==> src/rtl/irq_pkg.sv <==
// rtl/irq_pkg.sv - shared types and defaults for the interrupt controller
package irq_pkg;

   localparam int NUM_SRC_DEFAULT = 8;

   typedef enum logic [1:0] {
      ST_IDLE    = 2'd0,
      ST_REQ     = 2'd1,
      ST_SERVICE = 2'd2
   } irq_state_e;

endpackage

==> src/rtl/irq_prio_enc.sv <==
// rtl/irq_prio_enc.sv - combinational lowest-index-wins priority encoder
module irq_prio_enc #(
   parameter int N    = 8,
   parameter int ID_W = (N > 1) ? $clog2(N) : 1
) (
   input  logic [N-1:0]    req,
   output logic [ID_W-1:0] id,
   output logic            valid
);

   // scan from the top down so the lowest set index is the last to overwrite id
   always_comb begin
      id    = '0;
      valid = 1'b0;
      for (int i = N - 1; i >= 0; i--) begin
         if (req[i]) begin
            id    = ID_W'(i);
            valid = 1'b1;
         end
      end
   end

endmodule

==> src/rtl/irq_ctrl.sv <==
// rtl/irq_ctrl.sv - pending/mask latch and one-at-a-time CPU interrupt handshake
module irq_ctrl
   import irq_pkg::*;
#(
   parameter int NUM_SRC = NUM_SRC_DEFAULT,
   parameter int ID_W    = (NUM_SRC > 1) ? $clog2(NUM_SRC) : 1
) (
   input  logic               clk,
   input  logic               rst,
   input  logic [NUM_SRC-1:0] src_irq,
   input  logic               mask_we,
   input  logic [NUM_SRC-1:0] mask_wdata,
   output logic [NUM_SRC-1:0] mask_q,
   output logic [NUM_SRC-1:0] pending_q,
   output logic               cpu_irq,
   output logic [ID_W-1:0]    cpu_irq_id,
   input  logic               cpu_ack,
   input  logic               cpu_eoi
);

   irq_state_e         state;
   logic [NUM_SRC-1:0] candidate;
   logic [NUM_SRC-1:0] ack_clr;
   logic [ID_W-1:0]    win_id;
   logic               win_valid;
   logic               ack_take;

   assign candidate = pending_q & mask_q;
   assign ack_take  = (state == ST_REQ) && cpu_ack;

   irq_prio_enc #(
      .N    (NUM_SRC),
      .ID_W (ID_W)
   ) u_prio_enc (
      .req   (candidate),
      .id    (win_id),
      .valid (win_valid)
   );

   // one-hot clear of the pending bit belonging to the acknowledged request
   always_comb begin
      ack_clr = '0;
      if (ack_take) begin
         ack_clr[cpu_irq_id] = 1'b1;
      end
   end

   // enable mask register, written whole on each strobe
   always_ff @(posedge clk or posedge rst) begin
      if (rst) begin
         mask_q <= '0;
      end else if (mask_we) begin
         mask_q <= mask_wdata;
      end
   end

   // pending latch: a new pulse beats an ack clear landing in the same cycle
   always_ff @(posedge clk or posedge rst) begin
      if (rst) begin
         pending_q <= '0;
      end else begin
         pending_q <= (pending_q & ~ack_clr) | src_irq;
      end
   end

   // request/ack/eoi handshake with registered cpu_irq and cpu_irq_id
   always_ff @(posedge clk or posedge rst) begin
      if (rst) begin
         state      <= ST_IDLE;
         cpu_irq    <= 1'b0;
         cpu_irq_id <= '0;
      end else begin
         case (state)
            ST_IDLE: begin
               if (win_valid) begin
                  cpu_irq_id <= win_id;
                  cpu_irq    <= 1'b1;
                  state      <= ST_REQ;
               end
            end
            ST_REQ: begin
               // ack is checked first so it wins over a same-cycle mask-off
               if (cpu_ack) begin
                  cpu_irq <= 1'b0;
                  state   <= ST_SERVICE;
               end else if (!mask_q[cpu_irq_id]) begin
                  cpu_irq <= 1'b0;
                  state   <= ST_IDLE;
               end
            end
            ST_SERVICE: begin
               cpu_irq <= 1'b0;
               if (cpu_eoi) begin
                  state <= ST_IDLE;
               end
            end
            default: begin
               cpu_irq <= 1'b0;
               state   <= ST_IDLE;
            end
         endcase
      end
   end

endmodule

==> config.mk <==
export PLATFORM = sky130hd
export DESIGN_NAME = irq_ctrl
export DESIGN_NICKNAME = d
export VERILOG_FILES = /design/src/rtl/irq_pkg.sv /design/src/rtl/irq_prio_enc.sv /design/src/rtl/irq_ctrl.sv
export SDC_FILE = /design/constraint.sdc
export NUM_CORES = 1
export LEC_CHECK = 0
export CAP_MARGIN = 15
export CORE_AREA = 10 10 55 57
export CTS_CLUSTER_DIAMETER = 40
export DETAILED_ROUTE_END_ITERATION = 8
export DIE_AREA = 0 0 65 67
export DONT_BUFFER_PORTS = 1
export GPL_ROUTABILITY_DRIVEN = 0
export GPL_TIMING_DRIVEN = 1
export PLACE_DENSITY = 0.72
export RECOVER_POWER = 50
export SETUP_SLACK_MARGIN = 0.4
export SYNTH_ARGS = -nofsm -noshare
export SYNTH_HDL_FRONTEND = slang
export SYNTH_HIERARCHICAL = 1
export SYNTH_SLANG_ARGS = --single-unit
==> constraint.sdc <==
create_clock -name clk -period 2.2 [get_ports clk]
set_clock_uncertainty 0.2 [all_clocks]
set_input_delay 0.44 -clock clk [delete_from_list [all_inputs] [get_ports clk]]
set_output_delay 0.44 -clock clk [all_outputs]
set_load 0.01 [all_outputs]
==> impl_metrics.tcl <==
set metrics [dict create \
    synthSimpleGateAreaFrac 0.1811 \
    synth_seq_cells 22 \
    p_sw_frac 0.3535 \
    worst_slew_pin_slew_ps 827.0 \
    vias_per_cell 5.945 \
    end_kind "flop" \
    arrival_ps 1850 \
    clock_tree.buffer_depth 2 \
    floorplan.rows 16 \
    synth_edf_count 0 \
    crit_fanout 8 \
    numClockSinks 22 \
    internal-power_uw 807.0 \
    power_density_nw_per_um2 1010 \
    die-height_um 67 \
    worstSkewPairLatency_ps 300 \
    cts_tree "done" \
    period_share 0.8364 \
    path_delay_family "simple AND/OR/NAND/NOR gates" \
    synth-xor-area-share 0 \
    criticalPathCategory "flop to flop" \
    seq_area_frac_synth 0.4949 \
    crit_required_ps 2210 \
    slew_viol_final 0 \
    overflow 0 \
    async_flop_share 1.000 \
    cts_buffers 3 \
    antenna_found_initial 0 \
    slowest_stage "dfrtp_1" \
    p_comb_frac 0.308 \
    die-area_sq_um 4355 \
    power.leakage_uw 0.0004872 \
    status "finished clean" \
    ys_warn_count 6 \
    multiInputGateArea_sq_um 560.5 \
    irDropWorstVdd_v 0.0005969 \
    wire_per_inst_um 20.36 \
    cp_slowest_stage_delay_ps 620 \
    synth_ff_type "dfrtp_1" \
    postSynthCellCount 95 \
    grtUsageTotal 0.1166 \
    root_buffer "clkbuf_4" \
    fin_total_pwr_uw 1248 \
    io_buffer_count 0 \
    syn_nets 116 \
    grt_max_degree 23 \
    seq_area_sq_um 551.8 \
    grt_pass1_vias 776 \
    first_iter_violations 19 \
    drv_cap 0 \
    firstDrtPassIters 4 \
    p_seq_frac 0.517 \
    grt_pass1_wl_um 3919 \
    relSlewSlack 0.4481 \
    layout_commonest_cell "dfrtp_1" \
    crit_chain "nand4b_1 -> or3b_2 -> a21o_1" \
    p_switching_uw 441.2 \
    die_w_um 65 \
    initial_utilization 0.5728 \
    synth_cell_types 29 \
    syn_area_sq_um 1112 \
    synth_fa_ha_area_frac 0 \
    worstSetupStartpoint "cpu_irq_id[0]$_DFFE_PP0P_" \
    rsz0062_at_grt "yes" \
    drive_above_1_share 0.3000 \
    p_clk_frac 0.176 \
    synth_top_family_by_area "simple AND/OR/NAND/NOR gates" \
    syn2layout_area_growth_pct 11.14 \
    totalWireLength_um 2586 \
    hold_viol_final 0 \
    dr_total_vias 755 \
    worstHoldStart "src_irq[0]" \
    fmax_mhz 543.5 \
    syn_area_per_cell_sq_um 11.71 \
    insertedDiodeCount 0 \
    route.detailed.drc 0 \
    drtAntennaViolNets 0 \
    cp_num_buf_inv 0 \
    fillCellCount 163 \
    synthMuxAreaShare 0.1676 \
    htree_levels 1 \
    clk_pin_slew_ps 120 \
    hp-class "input pin to flop" \
    period_minus_slack_ps 1840 \
    ioPinCount 41 \
    r2r_start "cpu_irq_id[0]$_DFFE_PP0P_" \
    core_sq_um 1942 \
    setup_tns_ps 0 \
    synth_compound_gate_area_share 0.1102 \
    place_hpwl_um 1912 \
    setup_viol 0 \
    final_cell_mix "dfrtp_1, mux2_2, a21o_1" \
    nets 122 \
    startpoint_type "flop" \
]
[routing by layer]
metal,part of all wire,global-route usage,vias up
met3,0.13,0.07692,4
met1,0.38,0.1130,372
met5,0,0,-
met2,0.48,0.1933,30
li1,-,-,349
met4,0.010,0.04813,0
[power by group through the flow]
| stage | clock, uW | sequential, uW | combinational [uW] |
|---|---|---|---|
| 3_5_place_dp | 0 | 654 | 299 |
| 2_1_floorplan | 0 | 575 | 343 |
| 6_report | 219 | 645 | 384 |
| 5_1_grt | 242 | 666 | 414 |
| 4_1_cts | 230 | 649 | 337 |
| 3_3_place_gp | 0 | 654 | 294 |
[kinds of logic (layout without fill, tap and decap cells)]
group                  after synthesis  in the layout
AOI/OAI and AO/OA                   17             17
muxes                               16             16
buffers and inverters                7             12
DFF                                 22             22
and+or+nand+nor                     33             33
[final timing paths]
check                                    endpoint  slack [ps]  depth (start not counted)
max                        pending_q[3]$_DFF_PP0_         360                          3
min                        pending_q[0]$_DFF_PP0_          20                          1
max reg2reg                pending_q[3]$_DFF_PP0_         360                          3
min reg2reg                pending_q[6]$_DFF_PP0_         370                          1
max in group asynchronous  pending_q[6]$_DFF_PP0_         710                          2
min in group asynchronous   mask_q[0]$_DFFE_PP0P_         530                          2
[metrics by stage]
step / hold slack (ps) / utilization / instance area, sq um / std cells / setup WS, ps
floorplan: 229.2 / - / 1119 / 95 / 429.8
global placement: 323.6 / 0.5728 / 1112 / 118 / 302.1
detailed placement: 337.4 / 0.5728 / 1112 / 118 / 263.7
CTS: 2.427 / 0.6179 / 1200 / 125 / 357.4
global route: 2.368 / 0.6366 / 1236 / 127 / 293.1
finish: 21.89 / 0.6366 / 1236 / 127 / 360.0
[synth_stat cells, types with 2 or more instances]
library cell	instances	area (sq um)
nand2_1	6	22.52
buf_6	2	22.52
mux2i_1	4	40.04
nand2b_1	2	12.51
a21o_1	6	45.04
dfrtp_1	22	550.5
nor2_1	5	18.77
mux2_2	11	123.9
nor2b_1	2	12.51
nand3b_1	3	22.52
and2_1	8	50.05
inv_1	3	11.26
o21ai_0	5	25.02
[final cells by class]
class,count,area share
Clock buffer,4,0.02935
Inverter,3,0.009109
Multi-Input combinational cell,66,0.4534
Sequential cell,22,0.4464
Tap cell,27,0.02733
Timing Repair Buffer,5,0.03441
[sequential cells by signal, indices dropped and copies added (netlist names)]
| register | count |
|---|---|
| state | 2 |
| mask_q | 8 |
| pending_q | 8 |
| cpu_irq_id | 3 |
| cpu_irq | 1 |
[repair_timing]
item                       4_1_cts  5_1_grt
cloned                           0        0
buffers inserted                 2        1
hold endpoints to repair        18        1
gates resized for setup         10       10
hold buffers                     1        1
setup endpoints to repair        5        4
pin swaps                        5        4
(Power assumes the default switching activity.)
